<file path="src/rtl/bcd_seq_converter.sv">
// Sequential binary-to-BCD converter (shift-add-3), one iteration per clock.
// Optional range flag on out_range_err when BCD_RANGE_CHECK_EN is defined.
module bcd_seq_converter #(
   parameter int WIDTH   = 8,
   parameter int DIGITS  = 3,
   parameter int MAX_VAL = 255
) (
   input  logic                  clk,
   input  logic                  reset,
   input  logic                  in_valid,
   output logic                  in_ready,
   input  logic [WIDTH-1:0]      in_data,
   output logic                  out_valid,
   input  logic                  out_ready,
   output logic [4*DIGITS-1:0]   out_bcd,
   output logic                  busy,
   output logic                  out_range_err
);

   localparam int BW = 4 * DIGITS;
   localparam int SW = BW + WIDTH;
   localparam int CW = $clog2(WIDTH + 1);

   typedef enum logic [1:0] {
      IDLE,
      SHIFT,
      DONE
   } state_t;

   state_t        r_state;
   state_t        w_next;
   logic [SW-1:0] r_shift;
   logic [SW-1:0] w_corr;
   logic [SW-1:0] w_shifted;
   logic [CW-1:0] r_cnt;
   logic [BW-1:0] r_bcd;
   logic          w_accept;
   logic          w_last;

   assign w_accept  = (r_state == IDLE) && in_valid;
   assign w_last    = (r_cnt == CW'(1));
   assign in_ready  = (r_state == IDLE);
   assign busy      = (r_state == SHIFT);
   assign out_valid = (r_state == DONE);
   assign out_bcd   = r_bcd;

   always_ff @(posedge clk or posedge reset) begin
      if (reset) begin
         r_state <= IDLE;
      end else begin
         r_state <= w_next;
      end
   end

   always_comb begin
      w_next = r_state;
      unique case (r_state)
         IDLE:    if (in_valid)  w_next = SHIFT;
         SHIFT:   if (w_last)    w_next = DONE;
         DONE:    if (out_ready) w_next = IDLE;
         default: w_next = IDLE;
      endcase
   end

   // Correct every BCD nibble before the shift so both land on one edge.
   always_comb begin
      w_corr = r_shift;
      for (int d = 0; d < DIGITS; d++) begin
         if (r_shift[WIDTH+4*d +: 4] >= 4'd5) begin
            w_corr[WIDTH+4*d +: 4] = r_shift[WIDTH+4*d +: 4] + 4'd3;
         end
      end
   end

   assign w_shifted = {w_corr[SW-2:0], 1'b0};

   always_ff @(posedge clk or posedge reset) begin
      if (reset) begin
         r_shift <= '0;
         r_cnt   <= '0;
         r_bcd   <= '0;
      end else if (w_accept) begin
         r_shift <= {{BW{1'b0}}, in_data};
         r_cnt   <= CW'(WIDTH);
      end else if (r_state == SHIFT) begin
         r_shift <= w_shifted;
         r_cnt   <= r_cnt - 1'b1;
         if (w_last) begin
            r_bcd <= w_shifted[SW-1 -: BW];
         end
      end
   end

`ifdef BCD_RANGE_CHECK_EN
   logic r_range_err;
   logic w_over;

   assign w_over = ({{(32-WIDTH){1'b0}}, in_data} > $unsigned(MAX_VAL));

   always_ff @(posedge clk or posedge reset) begin
      if (reset) begin
         r_range_err <= 1'b0;
      end else if (w_accept) begin
         r_range_err <= w_over;
      end else if ((r_state == DONE) && out_ready) begin
         r_range_err <= 1'b0;
      end
   end

   assign out_range_err = r_range_err && (r_state == DONE);
`else
   assign out_range_err = 1'b0;
`endif

endmodule

</file>
<file path="config.mk">
export PLATFORM = sky130hd
export DESIGN_NAME = bcd_seq_converter
export DESIGN_NICKNAME = d
export VERILOG_FILES = /design/src/rtl/bcd_seq_converter.sv
export SDC_FILE = /design/constraint.sdc
export NUM_CORES = 1
export LEC_CHECK = 0
export ABC_AREA = 1
export ABC_CLOCK_PERIOD_IN_PS = 3160
export CAP_MARGIN = 20
export CORE_MARGIN = 1
export CORE_UTILIZATION = 45
export DETAILED_ROUTE_END_ITERATION = 6
export DONT_BUFFER_PORTS = 1
export GPL_TIMING_DRIVEN = 0
export PLACE_DENSITY = 0.67
export REMOVE_ABC_BUFFERS = 1
export SYNTH_ARGS = -nofsm -noshare
export SYNTH_HDL_FRONTEND = slang
export SYNTH_SLANG_ARGS = --single-unit
</file>
<file path="constraint.sdc">
create_clock -name clk -period 3.16 [get_ports clk]
set_input_delay 0.948 -clock clk [delete_from_list [all_inputs] [get_ports clk]]
set_output_delay 0.948 -clock clk [all_outputs]
set_load 0.01 [all_outputs]
</file>
==> key figures <==
Synthesis
  • Main area contributors after synthesis: dfrtp_1 (50%), nand2_1 (17%), nand3_1 (7.1%)
  • Post-synth ARST share: 1.00
  • Post-Synth Adder-Cell Area: 0.0525
  • Synth Area in Compound Gates: 0.0538
  • Post-synth EDFFs: 0
  • Share of the synthesized area in the top cell type: 0.499
  • Post-Syn Area: 1910 µm²
  • Post-Syn Area per Cell: 8.33 µm²
  • Largest area contributor in the netlist: dfrtp_1
  • Post-Synth Simple-Gate Area: 0.307
  • #FFs+latches synth: 38
  • Yosys warnings: 0
  • Synth Area in XOR/XNOR: 0.00459
  • Top-count cell post-synth: nand2_1
  • Most common flop cell mapped by yosys: dfrtp_1
  • Syn Inst Count: 229
  • Top cells by count, synth: nand2_1 (87), dfrtp_1 (38), nand3_1 (27)
  • Register area share after synthesis: 0.499
  • Synth unique cells: 25
  • Largest family of logic cells by synthesized area: simple AND/OR/NAND/NOR gates
  • Multiplexer area fraction after synthesis: 0

Global routing
  • Largest net degree at the start of global routing: 39
  • Total GRT Usage: 0.182
  • Antenna violations before repair: 0
  • Number of global-route vias before repair: 1,370
  • Global-route wire length before repair: 6010 µm
  • GR Overflow Total: 0

Drt
  • Wire length per cell: 12.6 µm
  • Drt pass-1 iters: 4
  • Number of antenna-violating nets in the routed design: 0
  • DRC viols: 0
  • Vias per cell: 5.04
  • Routed WL: 3550 µm
  • Via count: around 1,400
  • DR iter-0 viols: 83

Placed design
  • Detailed Place HPWL: between 2000 and 2500 µm
  • DP Area: around 1900 µm²
  • Routability cong.: 0.804
  • Dpl ws: 1250 ps
  • Placed insts: 273
  • PortBufs: 0

Timing
  • Max Fclk: 0.449 GHz
  • Fin. max-slew vios: 0
  • Min Clock Period, post-route: 2230 ps
  • RSZ-0062 raised after global routing: false
  • Final Hold Fails: 0
  • Crit share post-route: 0.705
  • Rel. slew slack: 0.477
  • Setup_tns: 0 ps
  • Setup ws final: 931 ps
  • Fin Clk Skew: 5.51 ps
  • Hold_ws: 481 ps
  • Least-Margin Pin Slew: 783 ps
  • Setup violators final: 0

Setup path
  • R2R Path End: out_bcd[11]$_DFFE_PP0P_
  • Critical path required time: 2210 ps
  • Setup CP Type: reg -> out
  • R2R depth: 7
  • Critical path endpoint category: output port
  • Startpoint Class: flip-flop
  • Reg-to-Reg Start: r_cnt[1]$_DFFE_PP0P_
  • Critical path fanouts, max: 22
  • Data arrival time of the critical path: around 1300 ps
  • Reg2Reg Setup Slack: 1600 ps

Power
  • Pwr Total: ~2.2 mW
  • Pwr/cell area: ~1100 nW/µm²
  • Leak Pwr: 1.06 nW
  • Max VDD drop: 0.000396 V

Floorplanning
  • Initial Util: 0.473
  • Core area: 4030 µm²
  • Die Area: 4500 µm²
  • Standard-cell row count: 23
  • Top Ports: 28
  • Die height: 67.1 µm
  • Die X: roughly 67 µm

Clock network
  • Skew-Pair Late Insertion Delay: a little under 300 ps
  • Post-CTS sizing: 0
  • # H-tree levels: 2
  • CTS tree: yes
  • Clock Sinks: 38
  • Hold buffers post-CTS: 0
  • Cts bufs inserted: 5
  • Worst-path clk slew: ~70 ps
  • Clock root buffer master: clkbuf_8
  • Number of post-CTS setup repair buffers: 0
  • Clock Path Buffers: 2

Cells and area
  • Post-route cell area: 2020 µm²
  • Inserted Diodes: 0
  • Fraction of layout instances using a drive strength above 1: 0.0952
  • Fin cells: 281
  • Final Util: 0.502
  • Fillcell total: approximately 400
  • Area grow syn2layout: 6.10%
  • Layout net count: 250

Hold path
  • Min-Delay Startpoint: r_shift[17]$_DFFE_PP0P_
  • Hold Path Stages: 2
  • Hold path endpoint: r_shift[17]$_DFFE_PP0P_
  • Path category of the worst min-delay check: reg -> reg

Job
  • Max_cap viols: 0

Run status
  • Status: complete, no violations
power breakdown:
group | total (mW) | switching (mW) | internal, mW
clock network | 0.385 | 0.165 | 0.220
logic | 0.935 | 0.616 | 0.320
registers | 0.902 | 0.190 | 0.712
total | 2.22 | 0.971 | 1.25
state kept, by name (all words and copies together), names as in the netlist:
name	cells
r_shift	20
r_cnt	4
r_state	2
out_bcd	12
worst max-delay path by stage:
stage | start | end | slack (ps)
floorplan | reset | out_bcd[0]$_DFFE_PP0P_ | 1350
global placement | reset | out_bcd[3]$_DFFE_PP0P_ | 900
detailed placement | r_state[1]$_DFFE_PP0P_ | busy | 1250
CTS | r_state[1]$_DFFE_PP0P_ | busy | 920
global route | r_state[1]$_DFFE_PP0P_ | busy | 870
finish | r_state[1]$_DFFE_PP0P_ | busy | 930
area by class of cell:
class / count / area (µm²) / area share
clock buffers: 8 / 110 / 0.0544
multi-input cells: 160 / 801 / 0.396
inverters: 25 / 98.8 / 0.0489
flip-flops and latches: 38 / 951 / 0.470
well taps: 50 / 62.6 / 0.0309
kinds of logic (layout without fill, tap and decap cells):
logic type | Yosys count | count (layout)
compound gates | 18 | 18
xor+xnor | 1 | 1
fa+ha+maj | 8 | 8
buf+inv | 31 | 33
flops | 38 | 38
other cells | 1 | 1
simple gates | 132 | 132
cells in the final DEF, fill, tap and decap left out, drive strengths merged:
master,count
inv,25
clkbuf,8
ha,8
nand3,28
nand2,94
conb,1
o31ai,1
o21ai,11
dfrtp,38
nand4,5
a21boi,1
nor2,5
o211ai,1
xnor2,1
o22ai,4
metal layers:
| layer | vias to the layer above | wire [µm] | part of all wire | GRT usage |
|---|---|---|---|---|
| li1 | 732 | - | - | - |
| met1 | 653 | 1760 | 0.49 | 0.234 |
| met2 | 24 | 1600 | 0.45 | 0.271 |
| met3 | 8 | 117 | 0.033 | 0.0616 |
| met4 | 0 | 76 | 0.021 | 0.0824 |
| met5 | - | 0 | 0 | 0 |
critical path, stage by stage, from the launching register on:
cell,delay (ps)
dfrtp_1,390
inv_1,130
nand2_4,120
inv_2,350
No activity file was read; power rests on OpenSTA's default activity.
